**config.mk**
```make
export PLATFORM = sky130hd
export DESIGN_NAME = axi_llc_cfg_seq
export DESIGN_NICKNAME = d
export VERILOG_FILES = /design/src/rtl/axi_llc_cfg_seq.sv
export SDC_FILE = /design/constraint.sdc
export NUM_CORES = 1
export LEC_CHECK = 0
export ABC_CLOCK_PERIOD_IN_PS = 4500
export CAP_MARGIN = 20
export CORE_ASPECT_RATIO = 1.2
export CORE_MARGIN = 3
export CORE_UTILIZATION = 30
export CTS_CLUSTER_DIAMETER = 60
export CTS_CLUSTER_SIZE = 12
export DETAILED_ROUTE_END_ITERATION = 6
export SLEW_MARGIN = 0
export SYNTH_ARGS = -nofsm -noshare
export SYNTH_HDL_FRONTEND = slang
export SYNTH_SLANG_ARGS = --single-unit
```
**constraint.sdc**
```tcl
create_clock -name clk_i -period 4.5 [get_ports clk_i]
set_input_delay 0.675 -clock clk_i [delete_from_list [all_inputs] [get_ports clk_i]]
set_output_delay 0.675 -clock clk_i [all_outputs]
set_load 0.01 [all_outputs]
```
**src/rtl/axi_llc_cfg_seq.sv**
```systemverilog
// RegBus master that programs the LLC SPM and flush way masks, commits them,
// then polls the flush register until the requested ways have finished flushing.
module axi_llc_cfg_seq #(
    parameter int unsigned SetAssociativity = 8,
    parameter logic [31:0] BaseAddr         = 32'h0,
    parameter logic [31:0] SpmOffset        = 32'h00,
    parameter logic [31:0] FlushOffset      = 32'h08,
    parameter logic [31:0] CommitOffset     = 32'h10,
    parameter int unsigned PollInterval     = 16,
    parameter int unsigned MaxPolls         = 1024
) (
    input  logic                        clk_i,
    input  logic                        rst_i,
    input  logic                        start_i,
    input  logic [SetAssociativity-1:0] spm_mask_i,
    input  logic [SetAssociativity-1:0] flush_mask_i,
    output logic                        busy_o,
    output logic                        done_o,
    output logic                        error_o,
    output logic                        timeout_o,
    output logic [31:0]                 conf_req_addr,
    output logic                        conf_req_w,
    output logic [31:0]                 conf_req_wdata,
    output logic [3:0]                  conf_req_wstrb,
    output logic                        conf_req_valid,
    input  logic [31:0]                 conf_resp_rdata,
    input  logic                        conf_resp_error,
    input  logic                        conf_resp_ready
);

    localparam int unsigned PollW = $clog2(MaxPolls + 1);
    localparam int unsigned WaitW = $clog2(PollInterval + 1);
    localparam logic [PollW-1:0] MaxPollsC = PollW'(MaxPolls);
    localparam logic [WaitW-1:0] WaitLast  = WaitW'(PollInterval - 1);
    localparam logic [31:0] SpmAddr    = BaseAddr + SpmOffset;
    localparam logic [31:0] FlushAddr  = BaseAddr + FlushOffset;
    localparam logic [31:0] CommitAddr = BaseAddr + CommitOffset;

    typedef enum logic [2:0] {
        IDLE, WR_SPM, WR_FLUSH, WR_COMMIT, POLL_RD, POLL_WAIT
    } state_e;

    state_e             state_q, state_d;
    logic               busy_q, busy_d;
    logic               done_q, done_d;
    logic               error_q, error_d;
    logic               timeout_q, timeout_d;
    logic               valid_q, valid_d;
    logic               w_q, w_d;
    logic [31:0]        addr_q, addr_d;
    logic [31:0]        wdata_q, wdata_d;
    logic [31:0]        flush_mask_q, flush_mask_d;
    logic [PollW-1:0]   poll_cnt_q, poll_cnt_d;
    logic [WaitW-1:0]   wait_cnt_q, wait_cnt_d;
    logic               xfer;

    // A transfer completes in the cycle ready is seen with our request valid.
    assign xfer = valid_q && conf_resp_ready;

    always_comb begin
        state_d      = state_q;
        busy_d       = busy_q;
        done_d       = 1'b0;
        error_d      = 1'b0;
        timeout_d    = 1'b0;
        valid_d      = valid_q;
        w_d          = w_q;
        addr_d       = addr_q;
        wdata_d      = wdata_q;
        flush_mask_d = flush_mask_q;
        poll_cnt_d   = poll_cnt_q;
        wait_cnt_d   = wait_cnt_q;

        case (state_q)
            IDLE: begin
                // The done/error cycle still counts as busy for start purposes.
                if (start_i && !done_q && !error_q) begin
                    state_d      = WR_SPM;
                    busy_d       = 1'b1;
                    valid_d      = 1'b1;
                    w_d          = 1'b1;
                    addr_d       = SpmAddr;
                    wdata_d      = 32'(spm_mask_i);
                    flush_mask_d = 32'(flush_mask_i);
                    poll_cnt_d   = '0;
                    wait_cnt_d   = '0;
                end
            end
            WR_SPM: begin
                if (xfer) begin
                    state_d = WR_FLUSH;
                    addr_d  = FlushAddr;
                    wdata_d = flush_mask_q;
                end
            end
            WR_FLUSH: begin
                if (xfer) begin
                    state_d = WR_COMMIT;
                    addr_d  = CommitAddr;
                    wdata_d = 32'h1;
                end
            end
            WR_COMMIT: begin
                if (xfer) begin
                    if (flush_mask_q == 32'h0) begin
                        state_d = IDLE;
                        busy_d  = 1'b0;
                        done_d  = 1'b1;
                        valid_d = 1'b0;
                        w_d     = 1'b0;
                    end else begin
                        state_d    = POLL_RD;
                        w_d        = 1'b0;
                        addr_d     = FlushAddr;
                        wdata_d    = 32'h0;
                        poll_cnt_d = '0;
                    end
                end
            end
            POLL_RD: begin
                if (xfer) begin
                    poll_cnt_d = poll_cnt_q + PollW'(1);
                    if ((conf_resp_rdata & flush_mask_q) == 32'h0) begin
                        state_d = IDLE;
                        busy_d  = 1'b0;
                        done_d  = 1'b1;
                        valid_d = 1'b0;
                    end else if (poll_cnt_d == MaxPollsC) begin
                        state_d   = IDLE;
                        busy_d    = 1'b0;
                        error_d   = 1'b1;
                        timeout_d = 1'b1;
                        valid_d   = 1'b0;
                    end else begin
                        state_d    = POLL_WAIT;
                        valid_d    = 1'b0;
                        wait_cnt_d = '0;
                    end
                end
            end
            POLL_WAIT: begin
                if (wait_cnt_q == WaitLast) begin
                    state_d = POLL_RD;
                    valid_d = 1'b1;
                end else begin
                    wait_cnt_d = wait_cnt_q + WaitW'(1);
                end
            end
            default: state_d = IDLE;
        endcase

        // A bus error on any completion overrides whatever the state decided.
        if (xfer && conf_resp_error) begin
            state_d   = IDLE;
            busy_d    = 1'b0;
            done_d    = 1'b0;
            error_d   = 1'b1;
            timeout_d = 1'b0;
            valid_d   = 1'b0;
            w_d       = 1'b0;
        end
    end

    always_ff @(posedge clk_i) begin
        if (rst_i) begin
            state_q      <= IDLE;
            busy_q       <= 1'b0;
            done_q       <= 1'b0;
            error_q      <= 1'b0;
            timeout_q    <= 1'b0;
            valid_q      <= 1'b0;
            w_q          <= 1'b0;
            addr_q       <= 32'h0;
            wdata_q      <= 32'h0;
            flush_mask_q <= 32'h0;
            poll_cnt_q   <= '0;
            wait_cnt_q   <= '0;
        end else begin
            state_q      <= state_d;
            busy_q       <= busy_d;
            done_q       <= done_d;
            error_q      <= error_d;
            timeout_q    <= timeout_d;
            valid_q      <= valid_d;
            w_q          <= w_d;
            addr_q       <= addr_d;
            wdata_q      <= wdata_d;
            flush_mask_q <= flush_mask_d;
            poll_cnt_q   <= poll_cnt_d;
            wait_cnt_q   <= wait_cnt_d;
        end
    end

    assign busy_o         = busy_q;
    assign done_o         = done_q;
    assign error_o        = error_q;
    assign timeout_o      = timeout_q;
    assign conf_req_valid = valid_q;
    assign conf_req_w     = w_q;
    assign conf_req_addr  = addr_q;
    assign conf_req_wdata = wdata_q;
    assign conf_req_wstrb = 4'hF;

endmodule
```
After elaboration in Yosys (flattened, before gate mapping)
Index checks and enable logic that the tools add are counted.
- register bits: 97
- bits of input ports: 53
- word-level logic and storage cells: 111
- add/subtract/negate cells: 2
- equality and inequality tests: 19
- multiplexer cells: 54
- bitwise logic cells: 1
- reduce and logical (&&, ||, !) cells: 23
- operators with widths (operator ; number):
    $mux W32 ; 10
    $pmux W32 S4 ; 2
    $logic_not A32 Y1 ; 2
    $mux W11 ; 4
    $pmux W11 S3 ; 1
    $and A32 B8 Y32 ; 1
    $reduce_and A6 Y1 ; 5
    $mux W3 ; 9
    $mux W5 ; 5
    $ne A2 B2 Y1 const B ; 11
    $pmux W3 S6 ; 1
    $mux W1 ; 17
    $pmux W5 S3 ; 1
    $add A11 B1 Y11 const B ; 1
    $eq A11 B11 Y1 const B ; 1
    $reduce_bool A4 Y1 ; 2
    $eq A3 B2 Y1 const B ; 2
    $eq A3 B3 Y1 const B ; 2
    $reduce_bool A3 Y1 ; 2
    $add A5 B1 Y5 const B ; 1
    $eq A5 B4 Y1 const B ; 1
    $reduce_and A5 Y1 ; 1
    $logic_and A1 B1 Y1 ; 4
    $pmux W1 S2 ; 2
    other kinds (10) ; 11

Longest topological paths before layout
Gate-level depths: netlist of the first run.
- depth after elaboration: 7
- gate-level depth with buffers: 9
- mapped depth without buffers: 9

Worst setup path after synthesis of the first run
Ideal clock, no wire load.
- kind: reg2reg
- start point: reg wait_cnt_q[0]
- end point: reg wait_cnt_q[4]
- setup time: 0.087 ns
- data arrival time: 2.156 ns
- slack: 2.257 ns
- stages on the path, launching flop included: 9
- buffers on the path: 0
- period minus slack after synthesis: 2.243 ns
- path through: dfxtp_1 > ha_1 > and3_1 > ha_1 > nand2b_1 > a2111oi_4 > nand2_1 > a2111o_1 > o31ai_1
- cells in the longest elaborated chain, start to end: 3
- elaborated cells on any way between the ends: 6
- classes of those cells: 1 x add/sub; 2 x eq/ne; 2 x mux; 1 x reduce/logical
- ends and longest elaborated chain (item ; RTL line ; text):
    from (decl) ; 54 ; logic [WaitW-1:0] wait_cnt_q, wait_cnt_d;
    from (signal assigned) ; 190 ; wait_cnt_q <= wait_cnt_d;
    $add A5 B1 Y5 / $eq A5 B4 Y1 (equally long branches) ; 146, 142 ;
    $mux W5 / $ne A2 B2 Y1 (equally long branches) ; -- ;
    $pmux W5 S3 / $reduce_and A6 Y1 (equally long branches) ; -- ;
Several ways; a longest one is shown, not always the timed one. The select of a mux whose other input is x is not followed.
A chain may end at the register's enable or synchronous reset.

Worst setup path after layout of the first run
- start point: in start_i
- end point: reg addr_q[3], in the netlist conf_req_addr[3]
- cells in the longest elaborated chain, start to end: 4
- ends and longest elaborated chain (item ; RTL line ; text):
    from (decl) ; 14 ; input logic start_i,
    $logic_and A1 B1 Y1 (2 in a row) ; 77 ; if (start_i && !done_q && !error_q) begin
    $ne A2 B2 Y1 (no line) ; -- ;
    $reduce_and A6 Y1 (no line) ; -- ;
    to (signal assigned) ; 186 ; addr_q <= addr_d;
    to (decl) ; 50 ; logic [31:0] addr_q, addr_d;
No other way between the ends.

==> run_results.csv, run 1 <==
group,metric,value,unit
logic_synthesis,ys_seq_elements,43,
clocking,clkLatencyLatePin,0.29,ns
critical_path,r2r-start,"state_q[2]$_SDFFE_PP0P_",
clocking,cts_tree,"yes",
critical_path,cp.arrival,2.96,ns
critical_path,crit_chain,"clkdlybuf4s50_1, nor3b_1, nor2b_2, a2111oi_4, mux2i_1, nor2_1",
critical_path,critPathLaunchType,"input pin",
final_layout,multi_input_area,1750,um^2
floorplanning,die_area,10900,um^2
clocking,numCtsBuffers,5,
logic_synthesis,avgSynthCellArea,8.07,um^2
place,dp_hpwl,5060,um
timing,final_max_slew_viol_count,0,
critical_path,worstPathRequired,4.68,ns
place,pre_cts_ws,1.41,ns
logic_synthesis,syn-cell-area,2910,um^2
worst_hold_path,worstHoldStart,"conf_req_addr[4]$_SDFFE_PP0P_",
final_layout,nFillCells,956,
timing,final_hold_viol_count,0,
floorplanning,die_h,114,um
global_routing,grt_remaining_overflow,0,
place,portBuffers,44,
clocking,cts_root_buf,"clkbuf_8",
final_layout,drive_gt1_share,6.05,%
final_layout,seqCellArea,861,um^2
logic_synthesis,synth.top_cells.by_area,"dfxtp_1 (30%), buf_4 (15%), a21oi_1 (5.8%)",
power,p_per_area,437,nW/um^2
routing,wl_per_cell,13.1,um
timing,fmax,360,MHz
logic_synthesis,yosysSeqAreaShare,29.5,%
global_routing,first_global_vias,2257,
final_layout,layout.nets,453,
routing,drt_iter0_drc,113,
logic_synthesis,synth_most_common_cell,"buf_4",
timing,fin_ws,1.72,ns
logic_synthesis,synthCells,361,
final_layout,n_antenna_cell,0,
global_routing,grt.total_usage,12.2,%
critical_path,crit_path_start,"start_i",
floorplanning,die_x,96.0,um
timing,worst_slew_pin_slew,0.988,ns
final_layout,area_growth,13.4,%
floorplanning,start_util,31.4,%
clocking,clk_pin_slew,0.09,ns
timing,finalCriticalPeriod,2.78,ns
routing,drc,0,
floorplanning,row_count,38,
critical_path,critical_path_class,"input pin to register",
clocking,cts_sinks,43,
worst_hold_path,hp-class,"register to register",
run_status,status,"finished, final reports clean",
logic_synthesis,yosysWarnings,0,
floorplanning,ios,127,
timing,slew_headroom,34.1,%
global_routing,grt_start_max_net_pins,26,
critical_path,crit_fanout,19,
logic_synthesis,synthDominantCellAreaShare,29.5,%
floorplanning,core_area,9270,um^2
power,p_leak,1.32,nW
critical_path,end_kind,"register",
critical_path,critPathSlowestCell,"a2111oi_4",
place,place_congestion,0.816,
routing,dr.pass1.iters,4,
routing,viasPerCell,4.81,
logic_synthesis,synth_largest_area_cell,"dfxtp_1",
timing,setup_violations,0,
critical_path,max_stage_delay,0.80,ns
clocking,h-tree-depth,2,
power,vdd_ir_drop_max,161,uV
global_routing,grt_pass1_wl,10900,um
logic_synthesis,synth_ff_type,"dfxtp_1",
clocking,cts_resized,0,
timing,setup_tns,0,ns
timing,clock-skew-final,0.00671,ns
run,cap_violations,0,
routing,antenna_violating_nets_post_route,0,
clocking,post_cts_buffers,0,
logic_synthesis,ys_top_cells_by_count,"buf_4 (60), nor2_1 (45), dfxtp_1 (43), a21oi_1 (34)",
power,p_total,0.00144,W
logic_synthesis,synth_edf_count,0,
timing,rsz0062_at_grt,"false",
clocking,cts.path.max_buffers,2,
global_routing,antenna_found_initial,0,
routing,num_vias,2487,
clocking,hold_buffers,0,
logic_synthesis,ys_async_sr_fraction,0,%
logic_synthesis,synth_cell_types,58,
routing,wirelength,6790,um
timing,min_period_over_period,61.7,%
[sequential cells by signal, indices dropped and copies added (netlist names)]
name	cells
conf_req_valid	1
done_o	1
conf_req_wdata	8
busy_o	1
poll_cnt_q	11
conf_req_addr	2
conf_req_w	1
error_o	1
wait_cnt_q	5
state_q	3
flush_mask_q	8
timeout_o	1
[placed cells by master, fill, tap and decap left out, types with 2 or more instances in the layout]
| cell | instances |
|---|---|
| a2111oi_4 | 2 |
| a211oi_1 | 8 |
| a21o_1 | 3 |
| a21oi_1 | 34 |
| a22oi_1 | 5 |
| a31oi_1 | 2 |
| and2_1 | 3 |
| and3_1 | 6 |
| clkbuf_8 | 5 |
| clkdlybuf4s50_1 | 44 |
| conb_1 | 58 |
| dfxtp_1 | 43 |
| ha_1 | 4 |
| inv_1 | 4 |
| mux2i_1 | 11 |
| nand2_1 | 15 |
| nand2b_1 | 5 |
| nand3_1 | 10 |
| nand3b_1 | 4 |
| nand4_1 | 2 |
| nand4b_1 | 2 |
| nor2_1 | 45 |
| nor2b_1 | 9 |
| nor3_1 | 11 |
| nor3_2 | 2 |
| nor4_1 | 3 |
| o211ai_1 | 2 |
| o21a_1 | 3 |
| o21ai_0 | 15 |
| o21ai_1 | 2 |
| o22ai_1 | 3 |
| or3_1 | 2 |
| xnor2_1 | 3 |
[layout make-up]
type / instances / area share (%)
multi-input combinational: 297 / 52.8
sequential: 43 / 26.1
timing repair buffer: 45 / 13.6
tap: 120 / 4.54
clock buffer: 6 / 2.20
inverter: 4 / 0.454
clock inverter: 2 / 0.379
[cells by family after synthesis]
kind of cell / share of synthesized area (%)
muxes: 3.78
adders and majority gates: 1.72
buffers and inverters: 17.8
DFF: 29.5
xor gates and xnor gates: 1.20
other: 0.258
and+or+nand+nor: 23.4
AOI/OAI and AO/OA: 22.3
[routing by layer]
| metal | wire length, um | track usage, % | vias to the layer above |
|---|---|---|---|
| met4 | 35 | 2.28 | 0 |
| met2 | 3490 | 21.1 | 73 |
| met1 | 2960 | 16.0 | 1172 |
| li1 | - | - | 1238 |
| met5 | 0 | 0 | - |
| met3 | 310 | 2.18 | 4 |
[metrics by stage]
stage               instance area (um^2)  util, %  hold WS [ns]  instances
finish                              3300     35.6         0.470        517
global route                        3300     35.6         0.502        517
CTS                                 3300     35.6         0.475        517
detailed placement                  3220     34.7         0.461        509
global placement                    3220     34.7         0.465        509
floorplan                           3120        -         0.449        417
[report_power, final]
group          internal (W)  leakage [nW]  total [W]  switching (W)
clock              0.000109        0.0412   0.000245       0.000137
combinational      0.000284         0.926   0.000646       0.000363
sequential         0.000448         0.351   0.000553       0.000105
total              0.000841          1.32    0.00144       0.000604
[critical path, delay by kind of cell]
family,cells,cell delay [ns]
AO/OA/AOI/OAI,1,0.80
multiplexers,1,0.26
buffers and inverters,1,0.45
AND/OR/NAND/NOR,3,0.77
[path summary, 6_finish.rpt]
kind / endpoint / slack (ns) / depth (start not counted)
max: conf_req_addr[3]$_SDFFE_PP0P_ / 1.72 / 6
max reg2reg: poll_cnt_q[3]$_SDFFE_PP0P_ / 1.72 / 5
min reg2reg: conf_req_addr[4]$_SDFFE_PP0P_ / 0.47 / 2
min: conf_req_addr[4]$_SDFFE_PP0P_ / 0.47 / 2
(Power assumes the default switching activity.)
==> run 2: changes to the inputs <==
Settings changed: ABC_CLOCK_PERIOD_IN_PS 4500 to 2300.
Clock period 4.5 ns to 2.3 ns, I/O delays scaled along.
==> run 2 against run 1 <==
Net effect:
- highest routed layer unchanged
- count of clock-buffer cells in the layout did not move
- sequential share of layout area down 1.7 points
- register-to-register slack worse by 1.6 ns
- critical endpoint is now wait_cnt_q[4]$_SDFFE_PP0P_
==> run_results.csv, run 2 (synthesized netlist as in run 1, its figures left out) <==
group,metric,value,unit
place,portBuffers,44,
global_routing,first_global_vias,2337,
place,dp_hpwl,5370,um
place,pre_cts_ws,0.0455,ns
routing,drc,0,
final_layout,stdcell_count,542,
global_routing,grt.total_usage,12.8,%
floorplanning,die_h,114,um
final_layout,drive_gt1_share,12.3,%
run,cap_violations,0,
floorplanning,ios,127,
routing,wl_per_cell,12.9,um
clocking,clk_pin_slew,0.08,ns
clocking,clkLatencyLatePin,0.30,ns
worst_hold_path,hp-class,"register to register",
critical_path,crit_chain,"ha_1, and3_1, ha_1, nand2b_4, a2111oi_4, o311ai_4, a2111o_1, o31ai_1",
critical_path,cp.buffers_inverters,0,
critical_path,critPathSlowestCell,"a2111oi_4",
power,p_per_area,889,nW/um^2
final_layout,finish.utilization,38.2,%
timing,worst_slew_pin_slew,0.527,ns
timing,setup_violations,0,
power,combPwrFrac,47.9,%
floorplanning,row_count,38,
timing,min_period_over_period,94.8,%
power,vdd_ir_drop_max,322,uV
routing,antenna_violating_nets_post_route,0,
final_layout,area_growth,21.4,%
routing,viasPerCell,4.65,
timing,clock-skew-final,0.0115,ns
final_layout,largest_register_ffs,11,
global_routing,antenna_found_initial,0,
clocking,cts_root_buf,"clkbuf_8",
floorplanning,core_area,9270,um^2
run_status,status,"finished, final reports clean",
clocking,h-tree-depth,2,
floorplanning,die_x,96.0,um
timing,rsz0062_at_grt,"true",
critical_path,cp.arrival,2.40,ns
power,switching_power,0.00122,W
floorplanning,start_util,31.4,%
place,place_congestion,0.832,
floorplanning,die_area,10900,um^2
clocking,numCtsBuffers,5,
timing,slew_headroom,64.5,%
critical_path,max_stage_delay,0.41,ns
critical_path,end_kind,"register",
power,swShare,38.8,%
global_routing,grt_remaining_overflow,0,
routing,wirelength,6980,um
critical_path,critPathLaunchType,"register",
timing,final_max_slew_viol_count,0,
global_routing,grt_start_max_net_pins,28,
place,dp_cells,534,
final_layout,final_cell_mix,"conb_1 (58), nor2_1 (45), clkdlybuf4s50_1 (44)",
critical_path,critPathTopFamily,"compound AO/OA/AOI/OAI gates",
final_layout,layout.nets,478,
routing,dr.pass1.iters,4,
critical_path,crit_fanout,3,
power,p_leak,1.47,nW
routing,num_vias,2521,
final_layout,fin_area,3540,um^2
critical_path,crit_path_frequent_cell,"ha_1",
critical_path,critical_path_class,"register to register",
final_layout,top_register,"poll_cnt_q",
final_layout,nFillCells,951,
clocking,cts_sinks,43,
timing,setup_tns,0,ns
place,post_dp_cell_area,3410,um^2
critical_path,worstPathRequired,2.51,ns
routing,drt_iter0_drc,139,
final_layout,final_common_cell,"conb_1",
power,pwr-share-clk,19.6,%
clocking,post_cts_buffers,0,
timing,fmax,458,MHz
final_layout,n_antenna_cell,0,
global_routing,grt_pass1_wl,11400,um
clocking,cts_tree,"yes",
timing,finalCriticalPeriod,2.18,ns
clocking,cts.path.max_buffers,2,
power,sequentialPowerShare,32.5,%
clocking,cts_resized,0,
power,intPower,0.00193,W
clocking,hold_buffers,0,
timing,final_hold_viol_count,0,
timing,fin_ws,0.119,ns
==> run 2: changes by cell type in the layout (fill, tap and decap cells not counted) <==
cell        previous run  this run
buf_4                  1        26
bufinv_16              0         1
clkbuf_1               1         0
clkbuf_8               5         6
clkinvlp_4             1         0
nand2b_1               5         4
nand2b_4               0         1
nor3_1                11        10
nor3_2                 2         3
==> run 2: power by group through the flow <==
stage	combinational, W	sequential (W)	clock (W)
2_1_floorplan	0.00103	0.00102	0
3_3_place_gp	0.00149	0.00103	0
3_5_place_dp	0.00150	0.00103	0
4_1_cts	0.00151	0.00102	0.000637
5_1_grt	0.00168	0.00105	0.000663
6_report	0.00151	0.00102	0.000615
==> run 2: routing by layer <==
layer / global-route usage (%) / wire [um] / vias to the layer above
met3: 2.64 / 340 / 11
met4: 3.23 / 96 / 0
met1: 16.5 / 3080 / 1155
met5: 0 / 0 / -
li1: - / - / 1285
met2: 21.8 / 3460 / 70
==> run 2: final timing paths <==
kind	from	endpoint	slack, ns	cells past startpoint
setup / recovery	wait_cnt_q[0]$_SDFFE_PP0P_	wait_cnt_q[4]$_SDFFE_PP0P_	0.12	8
hold / removal	conf_req_addr[4]$_SDFFE_PP0P_	conf_req_addr[4]$_SDFFE_PP0P_	0.47	2
setup reg to reg	wait_cnt_q[0]$_SDFFE_PP0P_	wait_cnt_q[4]$_SDFFE_PP0P_	0.12	8
hold reg to reg	conf_req_addr[4]$_SDFFE_PP0P_	conf_req_addr[4]$_SDFFE_PP0P_	0.47	2
==> run 2: final cells by class <==
cell class / count / area (um^2) / share of cell area, %
timing repair buffer: 70 / 636 / 18.0
multi-input combinational: 297 / 1760 / 49.7
clock inverter: 2 / 35.0 / 0.990
sequential: 43 / 861 / 24.3
inverter: 4 / 15.0 / 0.424
clock buffer: 6 / 82.6 / 2.33
tap: 120 / 150 / 4.24
==> run 2: metrics by stage <==
stage / total power (W) / hold WS [ns]
3_5_place_dp: 0.00253 / 0.468
2_1_floorplan: 0.00205 / 0.449
3_3_place_gp: 0.00252 / 0.458
6_report: 0.00315 / 0.473
4_1_cts: 0.00316 / 0.480
5_1_grt: 0.00339 / 0.507
==> run 2: worst register-to-register path, stage by stage, from the launching register on <==
cell and delay (ns):
dfxtp_1 0.32, ha_1 0.21, and3_1 0.19, ha_1 0.20
nand2b_4 0.16, a2111oi_4 0.41, o311ai_4 0.18, a2111o_1 0.38
o31ai_1 0.06
==> run 3: changes to the inputs <==
Settings changed: ABC_AREA from default to 1, ABC_CLOCK_PERIOD_IN_PS 2300 to 2200.
Clock period 2.3 ns to 2.2 ns, I/O delays scaled along.
==> run 3 against run 2 <==
Net effect:
- utilization is 1.5 points lower
- fmax rose by 14%
- sequential share of layout area is 1.5 points higher
- final area fell by 5.4%
- routed wire length is 4.5% lower
- register-to-register slack better by 0.16 ns
- via count grew 1.1%
- first-iteration DRC count is 23% lower
- worst hold slack lost 0.0045 ns
- critical endpoint is now wait_cnt_q[1]$_SDFFE_PP0P_
==> run_results.csv, run 3 <==
group,metric,value,unit
clocking,h-tree-depth,2,
critical_path,crit_fanout,7,
final_layout,top_register,"poll_cnt_q",
floorplanning,start_util,31.0,%
timing,setup_violations,0,
clocking,cts_sinks,43,
final_layout,final_cell_mix,"nand2_1 (102), conb_1 (58), nor2_1 (48)",
logic_synthesis,yosysWarnings,0,
run_status,status,"finished, final reports clean",
global_routing,grt_remaining_overflow,0,
global_routing,first_global_vias,2459,
logic_synthesis,synth_most_common_cell,"nand2_1",
logic_synthesis,synth_edf_count,0,
routing,wl_per_cell,11.2,um
routing,dr.pass1.iters,4,
global_routing,antenna_found_initial,0,
place,portBuffers,44,
timing,min_period_over_period,87.3,%
routing,num_vias,2548,
global_routing,grt_pass1_wl,11200,um
power,p_per_area,1010,nW/um^2
clocking,clk_pin_slew,0.09,ns
final_layout,finish.utilization,36.7,%
logic_synthesis,ys_top_cells_by_count,"nand2_1 (103), buf_4 (59), nor2_1 (48), dfxtp_1 (43), inv_1 (40)",
floorplanning,ios,127,
routing,viasPerCell,4.28,
clocking,cts_tree,"yes",
routing,wl_met1,2690,um
timing,slew_headroom,62.5,%
floorplanning,die_h,112,um
global_routing,grt_start_max_net_pins,19,
logic_synthesis,synth_cell_types,35,
floorplanning,die_area,10600,um^2
critical_path,reg2regPathDepth,13,
critical_path,critPathLaunchType,"register",
timing,whs,0.469,ns
floorplanning,die_x,94.6,um
clocking,numCtsBuffers,5,
place,dp_hpwl,5340,um
critical_path,r2r_slack,0.28,ns
final_layout,layout.nets,532,
routing,wl_met3,372,um
worst_hold_path,hp-class,"register to register",
final_layout,largest_register_ffs,11,
logic_synthesis,avgSynthCellArea,6.66,um^2
timing,fmax,521,MHz
timing,final_hold_viol_count,0,
logic_synthesis,synthDominantCellAreaShare,30.4,%
critical_path,critical_path_class,"register to register",
clocking,clkLatencyLatePin,0.30,ns
floorplanning,row_count,38,
logic_synthesis,ys_async_sr_fraction,0,%
final_layout,area_growth,18.3,%
logic_synthesis,synthCells,425,
routing,drc,0,
critical_path,cp.arrival,2.11,ns
routing,wirelength,6660,um
timing,finalCriticalPeriod,1.92,ns
logic_synthesis,ys_seq_elements,43,
critical_path,worstPathRequired,2.39,ns
run,cap_violations,0,
power,vdd_ir_drop_max,530,uV
routing,antenna_violating_nets_post_route,0,
global_routing,grt.total_usage,13.1,%
clocking,cts.path.max_buffers,2,
routing,drt_iter0_drc,107,
routing,topRoutingLayerUsed,"met4",
timing,setup_tns,0,ns
floorplanning,core_area,9130,um^2
logic_synthesis,synth.top_cells.by_area,"dfxtp_1 (30%), buf_4 (16%), nand2_1 (14%)",
clocking,cts_root_buf,"clkbuf_8",
logic_synthesis,syn-cell-area,2830,um^2
final_layout,drive_gt1_share,8.19,%
timing,rsz0062_at_grt,"false",
timing,worst_slew_pin_slew,0.563,ns
clocking,hold_buffers,0,
critical_path,end_kind,"register",
logic_synthesis,synth_ff_type,"dfxtp_1",
logic_synthesis,yosysSeqAreaShare,30.4,%
logic_synthesis,synth_largest_area_cell,"dfxtp_1",
place,place_congestion,0.837,
final_layout,nFillCells,979,
routing,dr_wl_met2,3520,um
worst_hold_path,whs_path_depth,2,
final_layout,final_common_cell,"nand2_1",
final_layout,n_antenna_cell,0,
timing,final_max_slew_viol_count,0,
timing,clock-skew-final,0.00809,ns
power,p_leak,1.47,nW
run 3: cell count changes in the layout (fill, tap and decap cells not counted), sizes merged, moves of 10 or more:
cell,change
nor3,-12
o21ai,+13
nand2,+89
nor2b,-10
mux2i,-11
buf,-19
inv,+39
run 3: kinds of logic after synthesis:
group           after synthesis  synth area share, %
simple gates                197                 31.4
compound gates               71                 13.8
fa+ha+maj                     4                 1.77
buf+inv                     108                 22.3
flops                        43                 30.4
other cells                   2                0.265
run 3: worst max-delay path, cell delays in order (launching register included):
cell	delay [ns]
dfxtp_2	0.37
ha_1	0.23
nand2_2	0.14
inv_1	0.10
nand3_1	0.08
nand2_1	0.10
inv_1	0.07
nand2_1	0.05
nor2_1	0.15
nand3_2	0.12
nand2_1	0.08
nand2_1	0.14
a21oi_1	0.16
nor2_1	0.05
run 3: worst paths after layout:
kind / start / to
setup / recovery: poll_cnt_q[0]$_SDFFE_PP0P_ / wait_cnt_q[1]$_SDFFE_PP0P_
hold / removal: busy_o$_SDFFE_PP0P_ / busy_o$_SDFFE_PP0P_
setup reg to reg: poll_cnt_q[0]$_SDFFE_PP0P_ / wait_cnt_q[1]$_SDFFE_PP0P_
hold reg to reg: busy_o$_SDFFE_PP0P_ / busy_o$_SDFFE_PP0P_
run 3: area by class of cell:
| cell class | instances | area [um^2] | share of cell area, % |
|---|---|---|---|
| inverter | 44 | 168 | 5.01 |
| sequential | 43 | 863 | 25.8 |
| clock buffer | 6 | 82.6 | 2.47 |
| tap | 120 | 150 | 4.49 |
| timing repair buffer | 51 | 493 | 14.7 |
| multi-input combinational | 330 | 1550 | 46.4 |
| clock inverter | 2 | 35.0 | 1.05 |
run 3: power breakdown:
group | internal [W] | leakage (nW) | switching [W]
Clock | 0.000368 | 0.0612 | 0.000285
Combinational | 0.000639 | 1.06 | 0.000958
Sequential | 0.000985 | 0.354 | 0.000146
run 3: repair_timing:
item / 4_1_cts / 5_1_grt
endpoints found under the setup margin: 0 / 10
gates resized for setup: 0 / 4
setup buffers: 0 / 1
run 3: metal layers:
| metal | vias up | track usage [%] |
|---|---|---|
| met4 | 0 | 3.37 |
| met5 | - | 0 |
| met1 | 1118 | 14.6 |
| li1 | 1345 | - |
| met2 | 77 | 24.6 |
| met3 | 8 | 2.88 |
run 3: through the flow:
stage,instance area (um^2),power [W],instances,worst slack [ns]
after floorplan,3040,0.00227,481,0.526
after CTS,3330,0.00341,595,0.119
after global placement,3210,0.00273,587,0.109
final,3350,0.00338,596,0.280
after global routing,3350,0.00368,596,0.0473
after detailed placement,3210,0.00275,587,0.119
